File: src/rtl/rv32_mod_load_store_unit_if.sv
// ---------------------------------------------------------------------------
// rv32_mod_load_store_unit_if
//   Bundles the request/response channel between the pipeline and the
//   load/store unit together with the request/acknowledge data bus.
//
//   Request side : req_valid, req_ready, ram_req[3:0], ram_wr, addr, wdata
//   Response side: rsp_valid, rsp_rdata, rsp_fault, stall
//   Data bus     : bus_req, bus_wr, bus_addr, bus_be[3:0], bus_wdata,
//                  bus_ack, bus_rdata, bus_err
//
//   modport master : the load/store unit (drives the bus, answers the pipeline)
//   modport slave  : the environment (pipeline + memory)
// ---------------------------------------------------------------------------
interface rv32_mod_load_store_unit_if #(
    parameter int unsigned XLEN = 32
);
    logic            req_valid;
    logic            req_ready;
    logic [3:0]      ram_req;
    logic            ram_wr;
    logic [XLEN-1:0] addr;
    logic [XLEN-1:0] wdata;
    logic            rsp_valid;
    logic [XLEN-1:0] rsp_rdata;
    logic            rsp_fault;
    logic            stall;
    logic            bus_req;
    logic            bus_wr;
    logic [XLEN-1:0] bus_addr;
    logic [3:0]      bus_be;
    logic [XLEN-1:0] bus_wdata;
    logic            bus_ack;
    logic [XLEN-1:0] bus_rdata;
    logic            bus_err;

    modport master (
        input  req_valid, ram_req, ram_wr, addr, wdata, bus_ack, bus_rdata, bus_err,
        output req_ready, rsp_valid, rsp_rdata, rsp_fault, stall,
               bus_req, bus_wr, bus_addr, bus_be, bus_wdata
    );

    modport slave (
        output req_valid, ram_req, ram_wr, addr, wdata, bus_ack, bus_rdata, bus_err,
        input  req_ready, rsp_valid, rsp_rdata, rsp_fault, stall,
               bus_req, bus_wr, bus_addr, bus_be, bus_wdata
    );
endinterface

File: src/rtl/rv32_mod_load_store_unit.sv
// ---------------------------------------------------------------------------
// rv32_mod_load_store_unit
//   Memory-access stage. Accepts one decoded load/store, runs a single
//   request/acknowledge cycle on the data bus and returns sign/zero-extended
//   load data (or a fault) as a one-cycle response.
//
//   Ports:
//     clk    - clock
//     rst_n  - asynchronous active-low reset
//     lsu    - rv32_mod_load_store_unit_if.master (request, response, bus)
//
//   Parameters:
//     XLEN           - data/address width (byte lanes assume 32)
//     TIMEOUT_CYCLES - bus-wait cycles before a forced abort
//
//   Optional feature: define RV32_LSU_TIMEOUT_EN to abort a bus access that
//   has not been acknowledged after TIMEOUT_CYCLES cycles. Without it the
//   unit waits for bus_ack indefinitely.
// ---------------------------------------------------------------------------
module rv32_mod_load_store_unit #(
    parameter int unsigned XLEN           = 32,
    parameter int unsigned TIMEOUT_CYCLES = 255
) (
    input  logic                        clk,
    input  logic                        rst_n,
    rv32_mod_load_store_unit_if.master  lsu
);
    typedef enum logic [1:0] {IDLE, BUS, RESP} state_t;

    state_t          state_reg, state_next;
    logic            bus_req_reg, bus_wr_reg;
    logic [XLEN-1:0] bus_addr_reg, bus_wdata_reg;
    logic [3:0]      bus_be_reg;
    logic [1:0]      width_reg, lane_reg;
    logic            uns_reg, wr_reg;
    logic [XLEN-1:0] rdata_reg;
    logic            fault_reg;

    logic [1:0]      req_width;
    logic            req_bad;
    logic [3:0]      be_calc;
    logic [XLEN-1:0] wdata_calc;
    logic [XLEN-1:0] rdata_shift, load_ext;
    logic            timeout_hit;
    logic            unused_bits;

    assign req_width = lsu.ram_req[1:0];

    // Alignment / legality of the presented request.
    always_comb begin
        req_bad = 1'b0;
        case (req_width)
            2'b01:   req_bad = lsu.addr[0];
            2'b10:   req_bad = |lsu.addr[1:0];
            2'b11:   req_bad = 1'b1;
            default: req_bad = 1'b0;
        endcase
    end

    // Byte enables and lane-replicated store data.
    always_comb begin
        be_calc    = 4'b1111;
        wdata_calc = lsu.wdata;
        case (req_width)
            2'b00: begin
                be_calc    = 4'b0001 << lsu.addr[1:0];
                wdata_calc = {4{lsu.wdata[7:0]}};
            end
            2'b01: begin
                be_calc    = 4'b0011 << lsu.addr[1:0];
                wdata_calc = {2{lsu.wdata[15:0]}};
            end
            default: ;
        endcase
    end

    // Load extraction: move the addressed lane down to bit 0, then extend.
    assign rdata_shift = lsu.bus_rdata >> {lane_reg, 3'b000};

    always_comb begin
        load_ext = rdata_shift;
        case (width_reg)
            2'b00:   load_ext = {{24{~uns_reg & rdata_shift[7]}}, rdata_shift[7:0]};
            2'b01:   load_ext = {{16{~uns_reg & rdata_shift[15]}}, rdata_shift[15:0]};
            default: load_ext = rdata_shift;
        endcase
    end

`ifdef RV32_LSU_TIMEOUT_EN
    localparam int unsigned CNT_W = ($clog2(TIMEOUT_CYCLES + 1) > 8) ?
                                    $clog2(TIMEOUT_CYCLES + 1) : 8;
    logic [CNT_W-1:0] wait_cnt_reg;

    // Fires in the TIMEOUT_CYCLES-th unacknowledged BUS cycle, so bus_req is
    // held for exactly TIMEOUT_CYCLES cycles. An ack in that cycle still wins.
    assign timeout_hit = (state_reg == BUS) && !lsu.bus_ack &&
                         (wait_cnt_reg == CNT_W'(TIMEOUT_CYCLES - 1));

    always_ff @(posedge clk or negedge rst_n) begin
        if (!rst_n) begin
            wait_cnt_reg <= '0;
        end else if (state_reg != BUS) begin
            wait_cnt_reg <= '0;
        end else if (!lsu.bus_ack) begin
            wait_cnt_reg <= wait_cnt_reg + 1'b1;
        end
    end

    assign unused_bits = lsu.ram_req[3];
`else
    assign timeout_hit = 1'b0;
    assign unused_bits = ^{lsu.ram_req[3], 1'(TIMEOUT_CYCLES)};
`endif

    // Next-state logic.
    always_comb begin
        state_next = state_reg;
        case (state_reg)
            IDLE:    if (lsu.req_valid) state_next = req_bad ? RESP : BUS;
            BUS:     if (lsu.bus_ack || timeout_hit) state_next = RESP;
            RESP:    state_next = IDLE;
            default: state_next = IDLE;
        endcase
    end

    // State register and datapath.
    always_ff @(posedge clk or negedge rst_n) begin
        if (!rst_n) begin
            state_reg     <= IDLE;
            bus_req_reg   <= 1'b0;
            bus_wr_reg    <= 1'b0;
            bus_addr_reg  <= '0;
            bus_be_reg    <= '0;
            bus_wdata_reg <= '0;
            width_reg     <= '0;
            lane_reg      <= '0;
            uns_reg       <= 1'b0;
            wr_reg        <= 1'b0;
            rdata_reg     <= '0;
            fault_reg     <= 1'b0;
        end else begin
            state_reg <= state_next;
            case (state_reg)
                IDLE: begin
                    if (lsu.req_valid) begin
                        width_reg <= req_width;
                        lane_reg  <= lsu.addr[1:0];
                        uns_reg   <= lsu.ram_req[2];
                        wr_reg    <= lsu.ram_wr;
                        rdata_reg <= '0;
                        fault_reg <= req_bad;
                        // Faulting requests never touch the bus.
                        if (!req_bad) begin
                            bus_req_reg   <= 1'b1;
                            bus_wr_reg    <= lsu.ram_wr;
                            bus_addr_reg  <= {lsu.addr[XLEN-1:2], 2'b00};
                            bus_be_reg    <= be_calc;
                            bus_wdata_reg <= wdata_calc;
                        end
                    end
                end
                BUS: begin
                    if (lsu.bus_ack) begin
                        bus_req_reg <= 1'b0;
                        fault_reg   <= lsu.bus_err;
                        rdata_reg   <= (wr_reg || lsu.bus_err) ? '0 : load_ext;
                    end else if (timeout_hit) begin
                        bus_req_reg <= 1'b0;
                        fault_reg   <= 1'b1;
                        rdata_reg   <= '0;
                    end
                end
                default: ;
            endcase
        end
    end

    assign lsu.req_ready = (state_reg == IDLE);
    assign lsu.rsp_valid = (state_reg == RESP);
    assign lsu.rsp_rdata = (state_reg == RESP) ? rdata_reg : '0;
    assign lsu.rsp_fault = (state_reg == RESP) && fault_reg;
    // In IDLE the unit is always ready, and RESP is the cycle the op retires,
    // so the pipeline only has to be held while the bus access is in flight.
    assign lsu.stall     = (state_reg == BUS);
    assign lsu.bus_req   = bus_req_reg;
    assign lsu.bus_wr    = bus_wr_reg;
    assign lsu.bus_addr  = bus_addr_reg;
    assign lsu.bus_be    = bus_be_reg;
    assign lsu.bus_wdata = bus_wdata_reg;
endmodule

File: src/flat_wrapper.sv
// flat-port wrapper written by rule: the top's interface ports become plain ports
module rv32_mod_load_store_unit_flat 
#(
    parameter int unsigned XLEN           = 32,
    parameter int unsigned TIMEOUT_CYCLES = 255
)
  (clk, rst_n, lsu_req_valid, lsu_ram_req, lsu_ram_wr, lsu_addr, lsu_wdata, lsu_bus_ack, lsu_bus_rdata, lsu_bus_err, lsu_req_ready, lsu_rsp_valid, lsu_rsp_rdata, lsu_rsp_fault, lsu_stall, lsu_bus_req, lsu_bus_wr, lsu_bus_addr, lsu_bus_be, lsu_bus_wdata);
  rv32_mod_load_store_unit_if #(.XLEN(XLEN)) lsu_i ();
  input  logic clk;
  input  logic rst_n;
  input wire logic [$bits(lsu_i.req_valid)-1:0] lsu_req_valid;
  input wire logic [$bits(lsu_i.ram_req)-1:0] lsu_ram_req;
  input wire logic [$bits(lsu_i.ram_wr)-1:0] lsu_ram_wr;
  input wire logic [$bits(lsu_i.addr)-1:0] lsu_addr;
  input wire logic [$bits(lsu_i.wdata)-1:0] lsu_wdata;
  input wire logic [$bits(lsu_i.bus_ack)-1:0] lsu_bus_ack;
  input wire logic [$bits(lsu_i.bus_rdata)-1:0] lsu_bus_rdata;
  input wire logic [$bits(lsu_i.bus_err)-1:0] lsu_bus_err;
  output wire logic [$bits(lsu_i.req_ready)-1:0] lsu_req_ready;
  output wire logic [$bits(lsu_i.rsp_valid)-1:0] lsu_rsp_valid;
  output wire logic [$bits(lsu_i.rsp_rdata)-1:0] lsu_rsp_rdata;
  output wire logic [$bits(lsu_i.rsp_fault)-1:0] lsu_rsp_fault;
  output wire logic [$bits(lsu_i.stall)-1:0] lsu_stall;
  output wire logic [$bits(lsu_i.bus_req)-1:0] lsu_bus_req;
  output wire logic [$bits(lsu_i.bus_wr)-1:0] lsu_bus_wr;
  output wire logic [$bits(lsu_i.bus_addr)-1:0] lsu_bus_addr;
  output wire logic [$bits(lsu_i.bus_be)-1:0] lsu_bus_be;
  output wire logic [$bits(lsu_i.bus_wdata)-1:0] lsu_bus_wdata;
  assign lsu_i.req_valid = lsu_req_valid;
  assign lsu_i.ram_req = lsu_ram_req;
  assign lsu_i.ram_wr = lsu_ram_wr;
  assign lsu_i.addr = lsu_addr;
  assign lsu_i.wdata = lsu_wdata;
  assign lsu_i.bus_ack = lsu_bus_ack;
  assign lsu_i.bus_rdata = lsu_bus_rdata;
  assign lsu_i.bus_err = lsu_bus_err;
  assign lsu_req_ready = lsu_i.req_ready;
  assign lsu_rsp_valid = lsu_i.rsp_valid;
  assign lsu_rsp_rdata = lsu_i.rsp_rdata;
  assign lsu_rsp_fault = lsu_i.rsp_fault;
  assign lsu_stall = lsu_i.stall;
  assign lsu_bus_req = lsu_i.bus_req;
  assign lsu_bus_wr = lsu_i.bus_wr;
  assign lsu_bus_addr = lsu_i.bus_addr;
  assign lsu_bus_be = lsu_i.bus_be;
  assign lsu_bus_wdata = lsu_i.bus_wdata;
  rv32_mod_load_store_unit #(.XLEN(XLEN), .TIMEOUT_CYCLES(TIMEOUT_CYCLES)) u_core (.clk(clk), .rst_n(rst_n), .lsu(lsu_i));
endmodule
File: config.mk
export PLATFORM = sky130hd
export DESIGN_NAME = rv32_mod_load_store_unit_flat
export DESIGN_NICKNAME = d
export VERILOG_FILES = /design/src/rtl/rv32_mod_load_store_unit_if.sv /design/src/rtl/rv32_mod_load_store_unit.sv /design/src/flat_wrapper.sv
export SDC_FILE = /design/constraint.sdc
export NUM_CORES = 1
export LEC_CHECK = 0
export CORE_MARGIN = 2
export CORE_UTILIZATION = 39
export DETAILED_ROUTE_END_ITERATION = 8
export GPL_TIMING_DRIVEN = 1
export PLACE_DENSITY_LB_ADDON = 0.12
export SYNTH_ARGS = -nofsm -noshare
export SYNTH_HDL_FRONTEND = slang
export SYNTH_SLANG_ARGS = --single-unit
export TNS_END_PERCENT = 50
File: constraint.sdc
create_clock -name clk -period 2 [get_ports clk]
set_clock_uncertainty 0.2 [all_clocks]
set_input_delay 0.3 -clock clk [delete_from_list [all_inputs] [get_ports clk]]
set_output_delay 0.3 -clock clk [all_outputs]
set_load 0.05 [all_outputs]
# [Yosys cells after proc, flatten, opt, wreduce, memory -nomap -nowiden]
# Index checks and enable logic that the tools add are counted.
[op_classes] eq_ne=9 mux=20 shifts=3 reduce_logical=12 n_bitwise=4
[op_table] operator="32-bit one-hot mux with 2 select lines" n=3
[op_table] operator="32-bit two-way mux" n=4
[op_table] operator="32-bit by 5-bit >> shifter with 32-bit output" n=1
[op_table] operator="4-bit one-hot mux with 2 select lines" n=1
[op_table] operator="2-bit by 1-bit == test with 1-bit output, second input constant" n=3
[op_table] operator="2-bit == test, second input constant" n=3
[op_table] operator="2-bit zero test" n=3
[op_table] operator="2-bit two-way mux" n=3
[op_table] operator="2-bit inequality test, second input constant" n=3
[op_table] operator="3-bit AND reduction" n=2
[op_table] operator="1-bit two-way mux" n=5
[op_table] operator="1-bit one-hot mux with 2 select lines" n=2
[op_table] operator="2-bit one-hot mux with 2 select lines" n=1
[op_table] operator="2-bit AND reduction" n=2
[op_table] operator="4-bit AND reduction" n=1
[op_table] operator="1-bit by 2-bit << shifter with 4-bit output, first input constant" n=1
[op_table] operator="2-bit by 2-bit << shifter with 4-bit output, first input constant" n=1
[op_table] operator="1-bit one-hot mux with 3 select lines" n=1
[op_table] operator="1-bit bitwise AND" n=2
[op_table] operator="1-bit inverter" n=2
[op_table] operator="2-bit nonzero test" n=1
[op_table] operator="2-bit OR reduction" n=1
[op_table] operator="1-bit logical AND" n=1
[op_table] operator="1-bit logical OR" n=1
[totals] out_inout_bits=106 elab_cells=60 regBits=109 input_bits=106

# [Depth between registers and ports, before layout]
[logic_depth] ltp_word=6 ltp_mapped=6 mapped_depth_nobuf=4

# [Worst setup path after synthesis]
# No wires, ideal clock.
[synth_path] kind="reg-to-reg" from="reg u_core.state_reg[0]" to="reg u_core.rdata_reg[24]" stages_incl_launch_ff=5 required_ps=1673 setup_ps=127 n_path_buf=1 path_slack_ps=-543 arrival_ps=2216 synth_period_minus_slack_ps=2543 path_cell_list="dfrtp_1 nor2b_1 a21oi_1 clkbuf_1 a221o_2"
[synth_via] elab_chain_len=3 elab_cells_between_ends=7 cone_classes="eq/ne: 3; mux: 1; reduce/logical: 3"
[synth_lines] item="start, declared" line="rv32_mod_load_store_unit.sv:30" source="state_t state_reg, state_next;"
[synth_lines] item="start signal, assigned" line="rv32_mod_load_store_unit.sv:142" source="state_reg <= state_next;"
[synth_lines] item="2-bit by 1-bit == test with 1-bit output *"
[synth_lines] item="named net lsu_stall" line="flat_wrapper.sv:23" source="output wire logic [$bits(lsu_i.stall)-1:0] lsu_stall;"
[synth_lines] item="2-bit inequality test (no source line) or 2-bit nonzero test (tied branches)"
[synth_lines] item="3-bit AND reduction (no source line)"
[synth_lines] item="end signal, assigned" line="rv32_mod_load_store_unit.sv:166" source="rdata_reg <= (wr_reg || lsu.bus_err) ? '0 : load_ext;"
[synth_lines] item="end, declared" line="rv32_mod_load_store_unit.sv:36" source="logic [XLEN-1:0] rdata_reg;"
# The timed path passes the listed nets; every way through them passes the cells marked *.
# A chain may end at the register's enable or synchronous reset.

# [Worst setup path in the final report]
[layout_path] from="reg u_core.state_reg[0]" to="out lsu_rsp_rdata[23]"
[layout_via] elab_chain_len=2
[layout_lines] item="2-bit == test" line="rv32_mod_load_store_unit.sv:180" source="assign lsu.rsp_rdata = (state_reg == RESP) ? rdata_reg : '0;"
[layout_lines] item="32-bit two-way mux" line="rv32_mod_load_store_unit.sv:180"
[layout_lines] item="end, declared" line="flat_wrapper.sv:21" source="output wire logic [$bits(lsu_i.rsp_rdata)-1:0] lsu_rsp_rdata;"
# No other way between the ends.

==> summary.txt <==
Logic synthesis
  – Post-Syn Area per Cell: 10.97 um^2
  – Synth Area in Adders: 0%
  – Post-synth top flop: dfrtp_1
  – Ys async rst share: 100.0%
  – Synth Register Bits: about 110
  – Commonest cells post-synth: dfrtp_1 (109), mux2_2 (53), o21ai_0 (52), nand2_1 (46), mux2i_1 (39)
  – Post-synth top area share: roughly 52%
  – Count of flip-flops with a built-in enable after synthesis: 0
  – Yosys cell types: 38
  – Post-synthesis compound-gate area fraction: 12.72%
  – Proportion of synthesized area in mux cells: between 10% and 20%
  – Post-Synth Simple-Gate Area: 12.12%
  – Seq/Total Area, Yosys: ~52%
  – Largest family of logic cells by synthesized area: multiplexers
  – Ys Warns: 0
  – Xor and xnor area share after synthesis: 0.1671%
  – Synth top area cells: dfrtp_1 (52%), mux2_2 (11%), mux2i_1 (7.4%), o21ai_0 (5.0%), and3_1 (3.9%)
  – Post-Syn Instances: approximately 480
  – Synth Cell Area: 5243 um^2
  – Most frequent cell after synthesis: dfrtp_1
  – Synth area leader: dfrtp_1

Critical path
  – Crit-path slowest cell: dfrtp_1
  – CP Max Fanout: 19
  – Worst Setup Path Type: reg2out
  – CP top delay family: buffers and inverters
  – Reg2reg path depth: 5
  – Worst path bufs/invs: 4
  – Critical path's largest stage delay: a little under 0.4 ns
  – Worst EP required: approximately 1.5 ns
  – CP endpoint kind: output pin
  – CP Data Arrival Time: about 1.5 ns
  – WP depth: 5
  – CP cell instances: buf_6 -> clkinvlp_4 -> buf_8 -> and3_1 -> buf_12
  – CP startpoint kind: flop

Floorplan
  – Core area: around 13000 um^2
  – Initial Utilization: 39.75%
  – DIE WIDTH: around 120 um
  – Die Area: approximately 14000 um^2
  – Die height: between 100 and 150 um
  – Total I/O pin count: between 200 and 250
  – Row count: between 40 and 50

GRT
  – Largest net degree at the start of global routing: 50
  – Vias in the first global route: between 4000 and 5000
  – Initial antenna violation count: 0
  – GR Overflow Total: 0
  – GRT Total Usage: 21.49%
  – First-pass GRT wire length: 24.34 mm

Power
  – Peak supply drop: between 700 and 800 uV
  – Clock power frac: a little under a fifth
  – Lkg Pwr: slightly below 4 nW
  – Switching share of power: ~44%
  – Combinational cell fraction of total power: between 40% and 50%
  – P_sw: about 0.0045 W
  – PwrDens: about 1200 nW/um^2
  – Pint: 0.005630 W
  – Sequential Power Share: about a third

Finish
  – # diodes: 0
  – Fin area: roughly 8500 um^2
  – Fraction of layout cells with a size suffix above 1: between 30 and 40%
  – Nets: roughly 800
  – P&R area growth vs syn: 62.03%
  – Fin util: ~64%
  – Fillers: approximately 1100

Timing
  – Tmin final: ~2.0 ns
  – Slew @ Worst Pin: 0.5320 ns
  – Max Freq: 496.4 MHz
  – Tcrit/Tclk final: 100.7%
  – Worst rel slew slack: between 60% and 70%
  – RSZ-0062 raised after global routing: true
  – Hold Fails Final Rpt: 0
  – Final setup viols: 8
  – Final worst setup slack: -0.01467 ns
  – Pins Over Slew Limit: 0

Detailed routing
  – Avg WL per Cell: 17.16 um
  – Initial drt markers: about 340
  – First-pass DRT Iterations: 4
  – Vias per inst: 5.155
  – Routed wire length: ~15 mm
  – Post-route DRC: 0
  – Antenna Nets Post-Route: 0
  – DR vias: 4567

Clocking
  – CTS tree: yes
  – Clk sinks: about 110
  – Clock latency on the worst-skew pair: between 0.3 and 0.4 ns
  – H-tree depth: 3
  – Bufs on Longest Clock Path: 2
  – Clock Root Buffer: clkbuf_16
  – Total CTS buffers: 9
  – Clk slew on worst S/H paths: approximately 0.070 ns

Run status
  – Violated checks: setup timing
  – Outcome: finished, violations left

Placement
  – Placed cell area: 8030 um^2
  – GP Congestion: 0.8451
  – Detailed Place HPWL: 11.47 mm
  – I/O Buffers: around 210

Worst hold path
  – HP Class: in2async

Flow run
  – Max-cap violations: 0
-- final cells by class --
class | instances | area, um^2 | area share, %
tap | 176 | 220.2 | 2.592
clock buffer | 10 | 239.0 | 2.813
sequential | 109 | 2729 | 32.13
multi-input combinational | 326 | 2437 | 28.69
timing repair buffer | 256 | 2785 | 32.79
inverter | 3 | 15.01 | 0.1768
clock inverter | 6 | 68.82 | 0.8101
-- what timing repair did --
item,CTS,global route
pin swaps,1,1
setup endpoints to repair,84,60
buffers inserted,3,2
hold endpoints to repair,109,0
resized for setup,42,22
gates cloned,0,1
hold buffers,1,0
-- path summary, 6_finish.rpt --
path | slack (ns) | startpoint | endpoint
hold reg to reg | 0.28 | u_core.lsu.bus_wdata[27]$_DFFE_PN0P_ | u_core.lsu.bus_wdata[27]$_DFFE_PN0P_
max in group asynchronous | 0.93 | rst_n | u_core.lsu.bus_wdata[9]$_DFFE_PN0P_
min in group clk | 0.28 | u_core.lsu.bus_wdata[27]$_DFFE_PN0P_ | u_core.lsu.bus_wdata[27]$_DFFE_PN0P_
setup reg to reg | 0.07 | u_core.lane_reg[1]$_DFFE_PN0P_ | u_core.rdata_reg[21]$_DFFE_PN0P_
hold / removal | 0.16 | rst_n | u_core.lsu.bus_addr[19]$_DFFE_PN0P_
setup / recovery | -0.01 | u_core.state_reg[0]$_DFFE_PN0P_ | lsu_rsp_rdata[23]
-- cells by family after synthesis --
| group | count (synthesis) |
|---|---|
| muxes | 93 |
| other | 1 |
| and+or+nand+nor | 126 |
| xor gates and xnor gates | 1 |
| AOI/OAI and AO/OA | 104 |
| DFF | 109 |
| buffers and inverters | 44 |
-- power groups by stage --
stage / Sequential [W] / Clock [W] / Combinational, W
floorplan: 0.00504 / 0 / 0.00137
global placement: 0.00320 / 0 / 0.00505
detailed placement: 0.00324 / 0 / 0.00513
CTS: 0.00319 / 0.00191 / 0.00499
global route: 0.00328 / 0.00199 / 0.00529
finish: 0.00319 / 0.00186 / 0.00503
-- layout by cell type (no fill, tap or decap), types with 2 or more instances in the layout --
master,instances
buf_4,70
nor3_2,2
dlymetal6s2s_1,2
buf_8,3
and3_1,22
a221o_2,16
mux2i_1,39
buf_12,40
clkbuf_16,10
nand3b_1,9
clkdlybuf4s50_1,103
nand2_1,46
nor3_1,2
o21ai_0,51
buf_6,3
nor2_1,21
and3_4,11
dlygate4sd2_1,33
conb_1,2
mux2_2,53
nand2b_1,2
dfrtp_1,108
or2_2,3
inv_1,2
clkinv_2,2
a21oi_1,25
-- metal layers --
layer / vias up / GRT usage, % / share of wire, %
li1: 2164 / - / -
met1: 2226 / 26.71 / 42
met2: 156 / 36.43 / 49
met3: 21 / 5.418 / 6.2
met4: 0 / 7.206 / 2.2
met5: - / 0 / 0
-- metrics by stage --
| step | hold WS [ns] | TNS (ns) | instances | total power, W | worst slack, ns |
|---|---|---|---|---|---|
| floorplan | -0.1956 | 0 | 479 | 0.006417 | 0.005710 |
| global placement | -0.01893 | -19.12 | 863 | 0.008255 | -0.5365 |
| detailed placement | -0.01746 | -25.89 | 863 | 0.008372 | -0.6029 |
| CTS | 0.1577 | -1.099 | 883 | 0.01009 | -0.05495 |
| global route | 0.1731 | -1.192 | 886 | 0.01057 | -0.06313 |
| finish | 0.1560 | -0.04272 | 886 | 0.01008 | -0.01467 |
-- worst register-to-register path, delay by kind of cell, from the launching register on --
family / cells / cell delay, ns
AOI/OAI and AO/OA: 2 / 0.35
buffers and inverters: 1 / 0.18
DFF: 1 / 0.40
muxes: 1 / 0.56
and+or+nand+nor: 1 / 0.13
Note: power is estimated with default switching activity, not from simulation.
